### config.mk
export PLATFORM = sky130hd
export DESIGN_NAME = neurram_spi_shifter
export DESIGN_NICKNAME = d
export VERILOG_FILES = /design/src/rtl/neurram_spi_shifter.sv
export SDC_FILE = /design/constraint.sdc
export NUM_CORES = 1
export LEC_CHECK = 0
export ABC_AREA = 1
export CORE_ASPECT_RATIO = 1.25
export CORE_UTILIZATION = 50
export CTS_CLUSTER_SIZE = 20
export DETAILED_ROUTE_END_ITERATION = 8
export PLACE_DENSITY_LB_ADDON = 0.05
export SLEW_MARGIN = 20
export SYNTH_ARGS = -nofsm -noshare
export SYNTH_HDL_FRONTEND = slang
export SYNTH_SLANG_ARGS = --single-unit
export TNS_END_PERCENT = 100
### constraint.sdc
create_clock -name clk -period 7.7 [get_ports clk]
set_input_delay 1.54 -clock clk [delete_from_list [all_inputs] [get_ports clk]]
set_output_delay 1.54 -clock clk [all_outputs]
set_load 0.02 [all_outputs]
### src/rtl/neurram_spi_shifter.sv
// Serial engine for the NeuRRAM shift-register chains: loads parallel words, shifts them MSB-first
// on a divided SPI clock and returns the bits captured from the chain as parallel words.
module neurram_spi_shifter #(
  parameter int DATA_W    = 32,
  parameter int NUM_WORDS = 8,
  parameter int CLK_DIV   = 4
) (
  input  logic              clk,
  input  logic              rst,
  input  logic              spi_trigger,
  input  logic [DATA_W-1:0] din,
  input  logic              din_valid,
  output logic              din_ready,
  output logic [DATA_W-1:0] dout,
  output logic              dout_valid,
  output logic              spi_data_out,
  input  logic              spi_data_in,
  output logic              state_spi_clk,
  output logic              state_spi_idle,
  output logic              done
);

  localparam int DIV_W = $clog2(CLK_DIV + 1);
  localparam int BIT_W = $clog2(DATA_W + 1);
  localparam int WRD_W = $clog2(NUM_WORDS + 1);

  localparam logic [DIV_W-1:0] DIV_LAST = DIV_W'(CLK_DIV - 1);
  localparam logic [BIT_W-1:0] BIT_LAST = BIT_W'(DATA_W - 1);
  localparam logic [WRD_W-1:0] WRD_LAST = WRD_W'(NUM_WORDS - 1);

  typedef enum logic [2:0] {
    S_IDLE,
    S_LOAD,
    S_SLOW,
    S_SHIGH,
    S_DONE
  } state_t;

  state_t            state_q;
  logic [DIV_W-1:0]  div_cnt_q;
  logic [BIT_W-1:0]  bit_cnt_q;
  logic [WRD_W-1:0]  word_cnt_q;
  logic [DATA_W-1:0] shreg_q;
  logic [DATA_W-1:0] shreg_d;
  logic              din_ready_q;
  logic [DATA_W-1:0] dout_q;
  logic              dout_valid_q;
  logic              spi_data_out_q;
  logic              spi_clk_q;
  logic              spi_idle_q;
  logic              done_q;

  // Shift-in value for the end of a high phase; a 1-bit word is simply replaced.
  generate
    if (DATA_W == 1) begin : g_shift_w1
      assign shreg_d = spi_data_in;
    end else begin : g_shift_wn
      assign shreg_d = {shreg_q[DATA_W-2:0], spi_data_in};
    end
  endgenerate

  always_ff @(posedge clk or posedge rst) begin
    if (rst) begin
      state_q        <= S_IDLE;
      div_cnt_q      <= '0;
      bit_cnt_q      <= '0;
      word_cnt_q     <= '0;
      shreg_q        <= '0;
      din_ready_q    <= 1'b0;
      dout_q         <= '0;
      dout_valid_q   <= 1'b0;
      spi_data_out_q <= 1'b0;
      spi_clk_q      <= 1'b0;
      spi_idle_q     <= 1'b1;
      done_q         <= 1'b0;
    end else begin
      dout_valid_q <= 1'b0;
      done_q       <= 1'b0;
      case (state_q)
        S_IDLE: begin
          spi_clk_q  <= 1'b0;
          spi_idle_q <= 1'b1;
          if (spi_trigger) begin
            state_q     <= S_LOAD;
            spi_idle_q  <= 1'b0;
            din_ready_q <= 1'b1;
            div_cnt_q   <= '0;
            bit_cnt_q   <= '0;
            word_cnt_q  <= '0;
          end
        end

        // Arriving here after a finished word, din_ready is raised one cycle late so it
        // never coincides with that word's dout_valid pulse.
        S_LOAD: begin
          spi_clk_q <= 1'b0;
          if (!din_ready_q) begin
            din_ready_q <= 1'b1;
          end else if (din_valid) begin
            shreg_q        <= din;
            bit_cnt_q      <= '0;
            div_cnt_q      <= '0;
            din_ready_q    <= 1'b0;
            spi_data_out_q <= din[DATA_W-1];
            state_q        <= S_SLOW;
          end
        end

        S_SLOW: begin
          if (div_cnt_q == DIV_LAST) begin
            div_cnt_q <= '0;
            spi_clk_q <= 1'b1;
            state_q   <= S_SHIGH;
          end else begin
            div_cnt_q <= div_cnt_q + DIV_W'(1);
          end
        end

        S_SHIGH: begin
          if (div_cnt_q == DIV_LAST) begin
            div_cnt_q <= '0;
            spi_clk_q <= 1'b0;
            shreg_q   <= shreg_d;
            bit_cnt_q <= bit_cnt_q + BIT_W'(1);
            if (bit_cnt_q != BIT_LAST) begin
              // Next bit goes out together with the falling SPI clock edge.
              spi_data_out_q <= shreg_d[DATA_W-1];
              state_q        <= S_SLOW;
            end else begin
              dout_q       <= shreg_d;
              dout_valid_q <= 1'b1;
              word_cnt_q   <= word_cnt_q + WRD_W'(1);
              state_q      <= (word_cnt_q != WRD_LAST) ? S_LOAD : S_DONE;
            end
          end else begin
            div_cnt_q <= div_cnt_q + DIV_W'(1);
          end
        end

        S_DONE: begin
          done_q      <= 1'b1;
          spi_idle_q  <= 1'b1;
          spi_clk_q   <= 1'b0;
          din_ready_q <= 1'b0;
          div_cnt_q   <= '0;
          bit_cnt_q   <= '0;
          word_cnt_q  <= '0;
          state_q     <= S_IDLE;
        end

        default: begin
          state_q <= S_IDLE;
        end
      endcase
    end
  end

  assign din_ready      = din_ready_q;
  assign dout           = dout_q;
  assign dout_valid     = dout_valid_q;
  assign spi_data_out   = spi_data_out_q;
  assign state_spi_clk  = spi_clk_q;
  assign state_spi_idle = spi_idle_q;
  assign done           = done_q;

endmodule
### Word level (Yosys, flattened, before mapping)

Index checks and enable logic that the tools add are counted.

* register bits after elaboration: 85
* bits of input ports: 37
* output and inout port bits: 38

* add/sub/neg operators: 3
* eq/ne operators: 14
* multiplexer cells: 44
* bitwise logic cells: 1
* reduce and logical (&&, ||, !) cells: 19

Operators with widths (count)
* two-way mux 31 bit: 3
* case mux 31 bit (2 select lines): 1
* two-way mux 3 bit: 11
* two-way mux 6 bit: 4
* case mux 3 bit (4 select lines): 2
* case mux 6 bit (4 select lines): 1
* AND reduction 5 bit: 3
* two-way mux 1 bit: 14
* != test 2 bit (second input constant): 7
* two-way mux 4 bit: 3
* case mux 4 bit (3 select lines): 1
* AND reduction 4 bit: 3
* equality test 3 x 2 -> 1 bit (second input constant): 3
* nonzero test 3 bit: 3
* nonzero test 4 bit: 2
* adder 6 x 1 -> 6 bit (second input constant): 1
* != test 6 x 5 -> 1 bit (second input constant): 1
* case mux 1 bit (3 select lines): 2
* AND reduction 3 bit: 2
* adder 4 x 1 -> 4 bit (second input constant): 1
* != test 4 x 3 -> 1 bit (second input constant): 1
* case mux 1 bit (2 select lines): 2
* nonzero test 2 bit: 2
* adder 3 x 1 -> 3 bit (second input constant): 1
* 7 further kinds: 7

### Depth between registers and ports, before layout

Gate-level depths: netlist of the first run.

* word-level depth: 5
* depth in mapped cells: 10

### Worst setup path before layout of the first run

OpenSTA, ideal clock, no wires.

* path type: in2reg
* start point: in din_valid
* end point: reg shreg_q[10]
* arrival: 2.201 ns
* data required time: 7.574 ns
* path slack: 5.373 ns
* cell stages on the path: 7
* cell sequence: nand2_1 > inv_1 > nor2_1 > nor2_4 > buf_2 > nand2_1 > o21ai_0

* cells in the longest elaborated chain, start to end: 2

Ends and longest elaborated chain
* start, declared: RTL line 12 `input logic din_valid,`
* != test 2 bit (no source line)
* AND reduction 4 bit (no source line)
* end signal, assigned: RTL line 100 `shreg_q <= din;`
* end signal, assigned: RTL line 123 `shreg_q <= shreg_d;`
* end, declared: RTL line 43 `logic [DATA_W-1:0] shreg_q;`

No other way between the ends.
A chain may end at the register's enable or synchronous reset.

### Final worst setup path of the first run

* start point: reg spi_idle_q, in the netlist state_spi_idle
* end point: out state_spi_idle

RTL lines
* start, declared: RTL line 50 `logic spi_idle_q;`
* start signal, assigned: RTL line 74 `spi_idle_q <= 1'b1;`
* start signal, assigned: RTL line 82 `spi_idle_q <= 1'b1;`
* start signal, assigned: RTL line 85 `spi_idle_q <= 1'b0;`
* end, declared: RTL line 19 `output logic state_spi_idle,`

No word-level cell between the ends.

==> reports/qor.csv, run 1 <==
stage,metric,value,unit
grt,antenna_found_initial,0,
synthesis,ys_ff_latch,85,
setup_path,max_stage_delay,0.59,ns
setup_path,cp_slowest_cell,clkdlybuf4s50_1,
sta,clock-skew-final,0.00828,ns
clock_network,cts_num_sinks,85,
clock_network,clockBufferDepth,2,
grt,grt_pass1_wl,14300,um
final_layout,finish.utilization,66.0,%
power,leakage,2.42,nW
power,p_total,0.830,mW
synthesis,syn-num-nets,539,
setup_path,worstPathBufferInverterCount,1,
sta,slew_violations,0,
placement,routabilityCongestion,0.808,
grt,grt_pass1_vias,3250,
synthesis,seq_area_frac_synth,53.8,%
synthesis,synth-edff-count,0,
sta,fin_crit,3.01,ns
synthesis,synthTopCellsByArea,"dfrtp_1 (53%), nand2_1 (18%), o21ai_1 (7.0%)",
floorplan,io_pins,75,
setup_path,worstRegToRegCells,8,
floorplan,die_x,81.6,um
routing,wirelength,8640,um
routing,drc_errors,0,
sta,setup_viol,0,
floorplan,coreArea,7530,um2
setup_path,arrival,1.47,ns
setup_path,crit_end,state_spi_idle,
setup_path,critPathMaxFanout,2,
synthesis,synth_common_cells,"nand2_1 (185), dfrtp_1 (84), o21ai_1 (55)",
clock_network,cts.reportedPaths.clkPinSlew,0.09,ns
setup_path,cp_top_family,buffers and inverters,
setup_path,crit_chain,clkdlybuf4s50_1,
sta,slew_headroom,33.5,%
power,power_density,167,nW/um2
clock_network,clk_latency,0.34,ns
setup_path,reg2reg_to,dout[28]$_DFFE_PP0P_,
synthesis,synth_ff_type,dfrtp_1,
grt,grt_max_degree,86,
floorplan,initial_core_util,52.5,%
routing,dr.pass1.iters,4,
synthesis,synth_area_per_cell,7.93,um2
clock_network,cts_tree,done,
synthesis,ys_async_sr_fraction,100,%
routing,ant_nets,0,
floorplan,die_height,101,um
grt,grt_overflow,0,
setup_path,worstPathRequired,6.16,ns
synthesis,syn_inst,499,
placement,dpl_cell_area,4720,um2
clock_network,hold_buffers,0,
floorplan,design.die.area,8270,um2
final_layout,layout.nets,604,
synthesis,synth_area_leader_cell,dfrtp_1,
setup_path,ff2ff_setup_slack,5.50,ns
sta,period_share,39.1,%
final_layout,drive_gt1_share,5.27,%
setup_path,cp-end-kind,primary output,
routing,wl_per_cell,13.1,um
clock_network,post-cts-setup-buffer-count,0,
clock_network,cts_resized,0,
placement,placement.io_buffers,74,
placement,hpwl,5470,um
synthesis,synth_top_area_share,53.1,%
routing,drtIter0Drc,164,
setup_path,cp-start-kind,register,
routing,route.detailed.vias_per_inst,5.09,
run_status,status,"complete, no violations",
min_path,hold_path.startpoint,shreg_q[2]$_DFFE_PP0P_,
min_path,hp-class,reg -> reg,
sta,worstMarginPinSlew,0.995,ns
sta,setup_tns,0,ns
floorplan,rows,35,
final_layout,finalInstanceArea,4970,um2
synthesis,yosysWarnings,0,
clock_network,cts_max_level,3,
routing,vias,3364,
synthesis,synth.distinct_cells,25,
sta,fmax,332,MHz
job,maxCapViolations,0,
power,peakVddDrop,0.0000961,V
setup_path,cp.depth,1,
setup_path,criticalPathCategory,reg -> out,
sta,hold_viol,0,
clock_network,cts_root_buffer,clkbuf_8,
setup_path,startpoint,state_spi_idle$_DFFE_PP1P_,
clock_network,cts_buffers,9,
setup_path,reg2reg_from,bit_cnt_q[0]$_DFFE_PP0P_,
final_layout,diodes,0,
synthesis,synth_most_common_cell,nand2_1,
sta,rsz0062_at_grt,false,
final_layout,area_delta_synth_final,25.8,%
grt,track_usage,22.8,%
synthesis,syn_area,3960,um2
[worst min-delay path by stage]
stage / end / cells after the start
floorplan: dout[10]$_DFFE_PP0P_ / 2
global placement: dout[19]$_DFFE_PP0P_ / 2
detailed placement: dout[10]$_DFFE_PP0P_ / 2
CTS: dout[24]$_DFFE_PP0P_ / 2
global route: dout[11]$_DFFE_PP0P_ / 2
finish: dout[3]$_DFFE_PP0P_ / 2
[worst reg2reg max path, cell delays in order (launching register included)]
cell     delay (ns)
dfrtp_1        0.46
ha_1           0.22
nand3_1        0.11
nor2_1         0.20
nand2_1        0.11
nor2_2         0.46
buf_4          0.37
nand2_1        0.13
nand2_1        0.09
[state kept, by name, summed over array words and instances (netlist names)]
register and count:
dout_valid 1, word_cnt_q 4, din_ready 1, dout 32, state_spi_idle 1, div_cnt_q 3
spi_data_out 1, state_spi_clk 1, done 1, state_q 3, bit_cnt_q 6, shreg_q 31
[per-layer routing]
metal	GRT usage [%]	routed length (um)
met1	28.3	3950
met2	38.5	4240
met3	3.96	329
met4	9.89	119
met5	0	0
[cell usage in the layout (no fill, tap or decap)]
master and instances:
bufinv_16 2, dfrtp_1 84, clkinvlp_4 2, clkdlybuf4s50_1 74
or2_2 1, nand3_1 14, clkbuf_8 10, clkinv_2 1
ha_1 3, nor2_8 1, o21ai_0 50, inv_1 45
buf_4 3, xor2_1 4, inv_2 2, nor3b_1 1
buf_6 1, nand2_1 185, clkinv_4 1, nand2_2 1
nor2_1 17, a31oi_1 1, nor2_4 1, a21oi_1 2
clkbuf_1 1, dfstp_2 1, or2_0 1, o21ai_1 55
buf_16 1, nor2_2 2, nor3_1 2
[through the flow]
stage / worst slack [ns] / hold WS [ns] / cells
6_report: 4.69 / 0.477 / 661
5_1_grt: 4.65 / 0.512 / 661
4_1_cts: 4.54 / 0.478 / 660
3_5_place_dp: 4.16 / 0.466 / 644
3_3_place_gp: 4.24 / 0.460 / 644
2_1_floorplan: 3.97 / 0.449 / 499
[cell families (layout without fill, tap and decap cells)]
| group | count (synthesis) | in the layout | share of synthesized area [%] |
|---|---|---|---|
| AOI/OAI and AO/OA | 108 | 108 | 13.7 |
| and+or+nand+nor | 226 | 226 | 23.0 |
| DFF | 85 | 85 | 53.8 |
| adders and majority gates | 3 | 3 | 0.949 |
| xor gates and xnor gates | 4 | 4 | 0.886 |
| buffers and inverters | 73 | 143 | 7.69 |
[cell type report]
type	instances	area, um2
fillers	670	2560
inverters	48	181
flip-flops and latches	85	2130
repair buffers	79	802
clock inverters	5	83.8
multi-input cells	341	1520
clock buffers	11	141
well taps	92	115
[report_power, final]
part	internal, mW	leakage, nW	switching, mW	total, mW
logic	0.0179	1.32	0.0133	0.0312
clock network	0.192	0.106	0.158	0.350
registers	0.448	0.999	0.000849	0.448
total	0.658	2.42	0.172	0.830
Note: power is estimated with default switching activity, not from simulation.
==> run 2: changes to the inputs <==
- clock period: 7.7 -> 2.9 ns (I/O delays scaled with it)
==> reports/qor.csv, run 2 (same netlist as run 1, synthesis figures left out) <==
stage,metric,value,unit
run_status,status,"complete, no violations",
final_layout,layout.nets,608,
clock_network,cts_max_level,3,
power,power.internal,1.66,mW
clock_network,cts_resized,0,
final_layout,area_delta_synth_final,26.0,%
routing,drc_errors,0,
clock_network,cts_num_sinks,85,
sta,period_share,70.7,%
final_layout,drive_gt1_share,5.93,%
power,clockPowerShare,39.8,%
sta,clock-skew-final,0.0113,ns
sta,worstMarginPinSlew,0.987,ns
grt,grt_overflow,0,
placement,dp_slack,0.952,ns
routing,wirelength,8910,um
floorplan,initial_core_util,52.5,%
floorplan,coreArea,7530,um2
job,maxCapViolations,0,
sta,slew_violations,0,
clock_network,cts.reportedPaths.clkPinSlew,0.09,ns
setup_path,max_stage_delay,0.59,ns
routing,vias,3378,
routing,drtIter0Drc,183,
grt,grt_max_degree,69,
sta,hold_viol,0,
routing,dr.pass1.iters,4,
clock_network,cts_tree,done,
placement,hpwl,6070,um
floorplan,die_x,81.6,um
min_path,hp-class,reg -> reg,
placement,routabilityCongestion,0.832,
final_layout,largest_register_ffs,32,
routing,ant_nets,0,
sta,fin_ws,0.850,ns
sta,rsz0062_at_grt,false,
floorplan,design.die.area,8270,um2
power,leakage,2.44,nW
clock_network,hold_buffers,0,
setup_path,criticalPathCategory,reg -> out,
clock_network,clockBufferDepth,2,
sta,setup_tns,0,ns
final_layout,diodes,0,
grt,antenna_found_initial,0,
setup_path,worstPathBufferInverterCount,1,
power,peakVddDrop,0.000253,V
setup_path,cp_slowest_cell,clkdlybuf4s50_1,
final_layout,mostFrequentLayoutCell,nand2_1,
final_layout,n_fill_cell,638,
clock_network,cts_root_buffer,clkbuf_8,
grt,use_met1,31.5,%
setup_path,worstPathRequired,2.32,ns
floorplan,io_pins,75,
grt,track_usage,24.1,%
routing,wl_per_cell,13.4,um
final_layout,layout_common_cells,"nand2_1 (185), dfrtp_1 (84), clkdlybuf4s50_1 (74)",
setup_path,crit_chain,clkdlybuf4s50_1,
power,combPwrFrac,4.1,%
floorplan,rows,35,
power,power_density,426,nW/um2
sta,fmax,488,MHz
setup_path,arrival,1.47,ns
sta,slew_headroom,34.2,%
grt,busiest_layer,met2,
setup_path,critPathMaxFanout,2,
setup_path,cp-start-kind,register,
clock_network,post-cts-setup-buffer-count,0,
routing,route.detailed.vias_per_inst,5.08,
power,power.net_switching,0.462,mW
power,power_frac_seq,56.1,%
sta,fin_crit,2.05,ns
grt,grt_pass1_vias,3234,
grt,met2_usage,39.2,%
setup_path,cp-end-kind,primary output,
grt,gr-usage-met3,4.59,%
setup_path,cp_top_family,buffers and inverters,
floorplan,die_height,101,um
power,p_sw_share,21.7,%
clock_network,cts_buffers,9,
sta,setup_viol,0,
grt,grt_pass1_wl,15000,um
placement,placement.io_buffers,74,
clock_network,clk_latency,0.35,ns
run 2: cell types whose count changed in the layout (fill, tap and decap cells not counted):
cell        delta
buf_4          +4
buf_12         +2
buf_16         -1
buf_6          -1
bufinv_16      -1
clkinv_2       +1
clkinv_4       +1
clkinvlp_4     -1
run 2: metal layers:
| layer | share of wire, % | wire length, um | vias up |
|---|---|---|---|
| met3 | 4.6 | 407 | 4 |
| met2 | 50 | 4420 | 71 |
| met4 | 0.75 | 67 | 0 |
| li1 | - | - | 1711 |
| met5 | 0 | 0 | - |
| met1 | 45 | 4010 | 1592 |
run 2: path summary, 6_finish.rpt:
check,cells past startpoint,end,startpoint,slack [ns]
max,1,state_spi_idle,state_spi_idle$_DFFE_PP1P_,0.85
min,2,dout[4]$_DFFE_PP0P_,dout[4]$_DFFE_PP0P_,0.49
max reg2reg,7,shreg_q[30]$_DFFE_PP0P_,state_q[0]$_DFFE_PP0P_,0.94
min reg2reg,2,dout[4]$_DFFE_PP0P_,dout[4]$_DFFE_PP0P_,0.49
max in group asynchronous,3,state_spi_idle$_DFFE_PP1P_,rst,1.73
min in group asynchronous,2,dout[5]$_DFFE_PP0P_,rst,0.53
run 2: area by class of cell:
type	instances	area [um2]	share of cell area, %
clock inverter	5	60.1	1.21
sequential	85	2130	42.7
tap	92	115	2.31
multi-input combinational	341	1520	30.6
timing repair buffer	83	833	16.7
inverter	48	181	3.64
clock buffer	11	141	2.84
run 2: through the flow:
step / hold slack, ns / area, um2 / utilization, % / cells / total power [mW]
after floorplan: 0.449 / 3960 / - / 499 / 1.24
after global placement: 0.459 / 4780 / 63.5 / 649 / 1.30
after detailed placement: 0.468 / 4780 / 63.5 / 649 / 1.30
after CTS: 0.489 / 4980 / 66.1 / 665 / 2.15
after global routing: 0.517 / 4980 / 66.1 / 665 / 2.21
final: 0.485 / 4980 / 66.1 / 665 / 2.12
run 2: power groups by stage:
stage | combinational, mW | sequential, mW | clock, mW
after floorplan | 0.0252 | 1.21 | 0
after global placement | 0.0896 | 1.21 | 0
after detailed placement | 0.0890 | 1.21 | 0
after CTS | 0.0893 | 1.19 | 0.865
after global routing | 0.0970 | 1.19 | 0.918
final | 0.0870 | 1.19 | 0.846
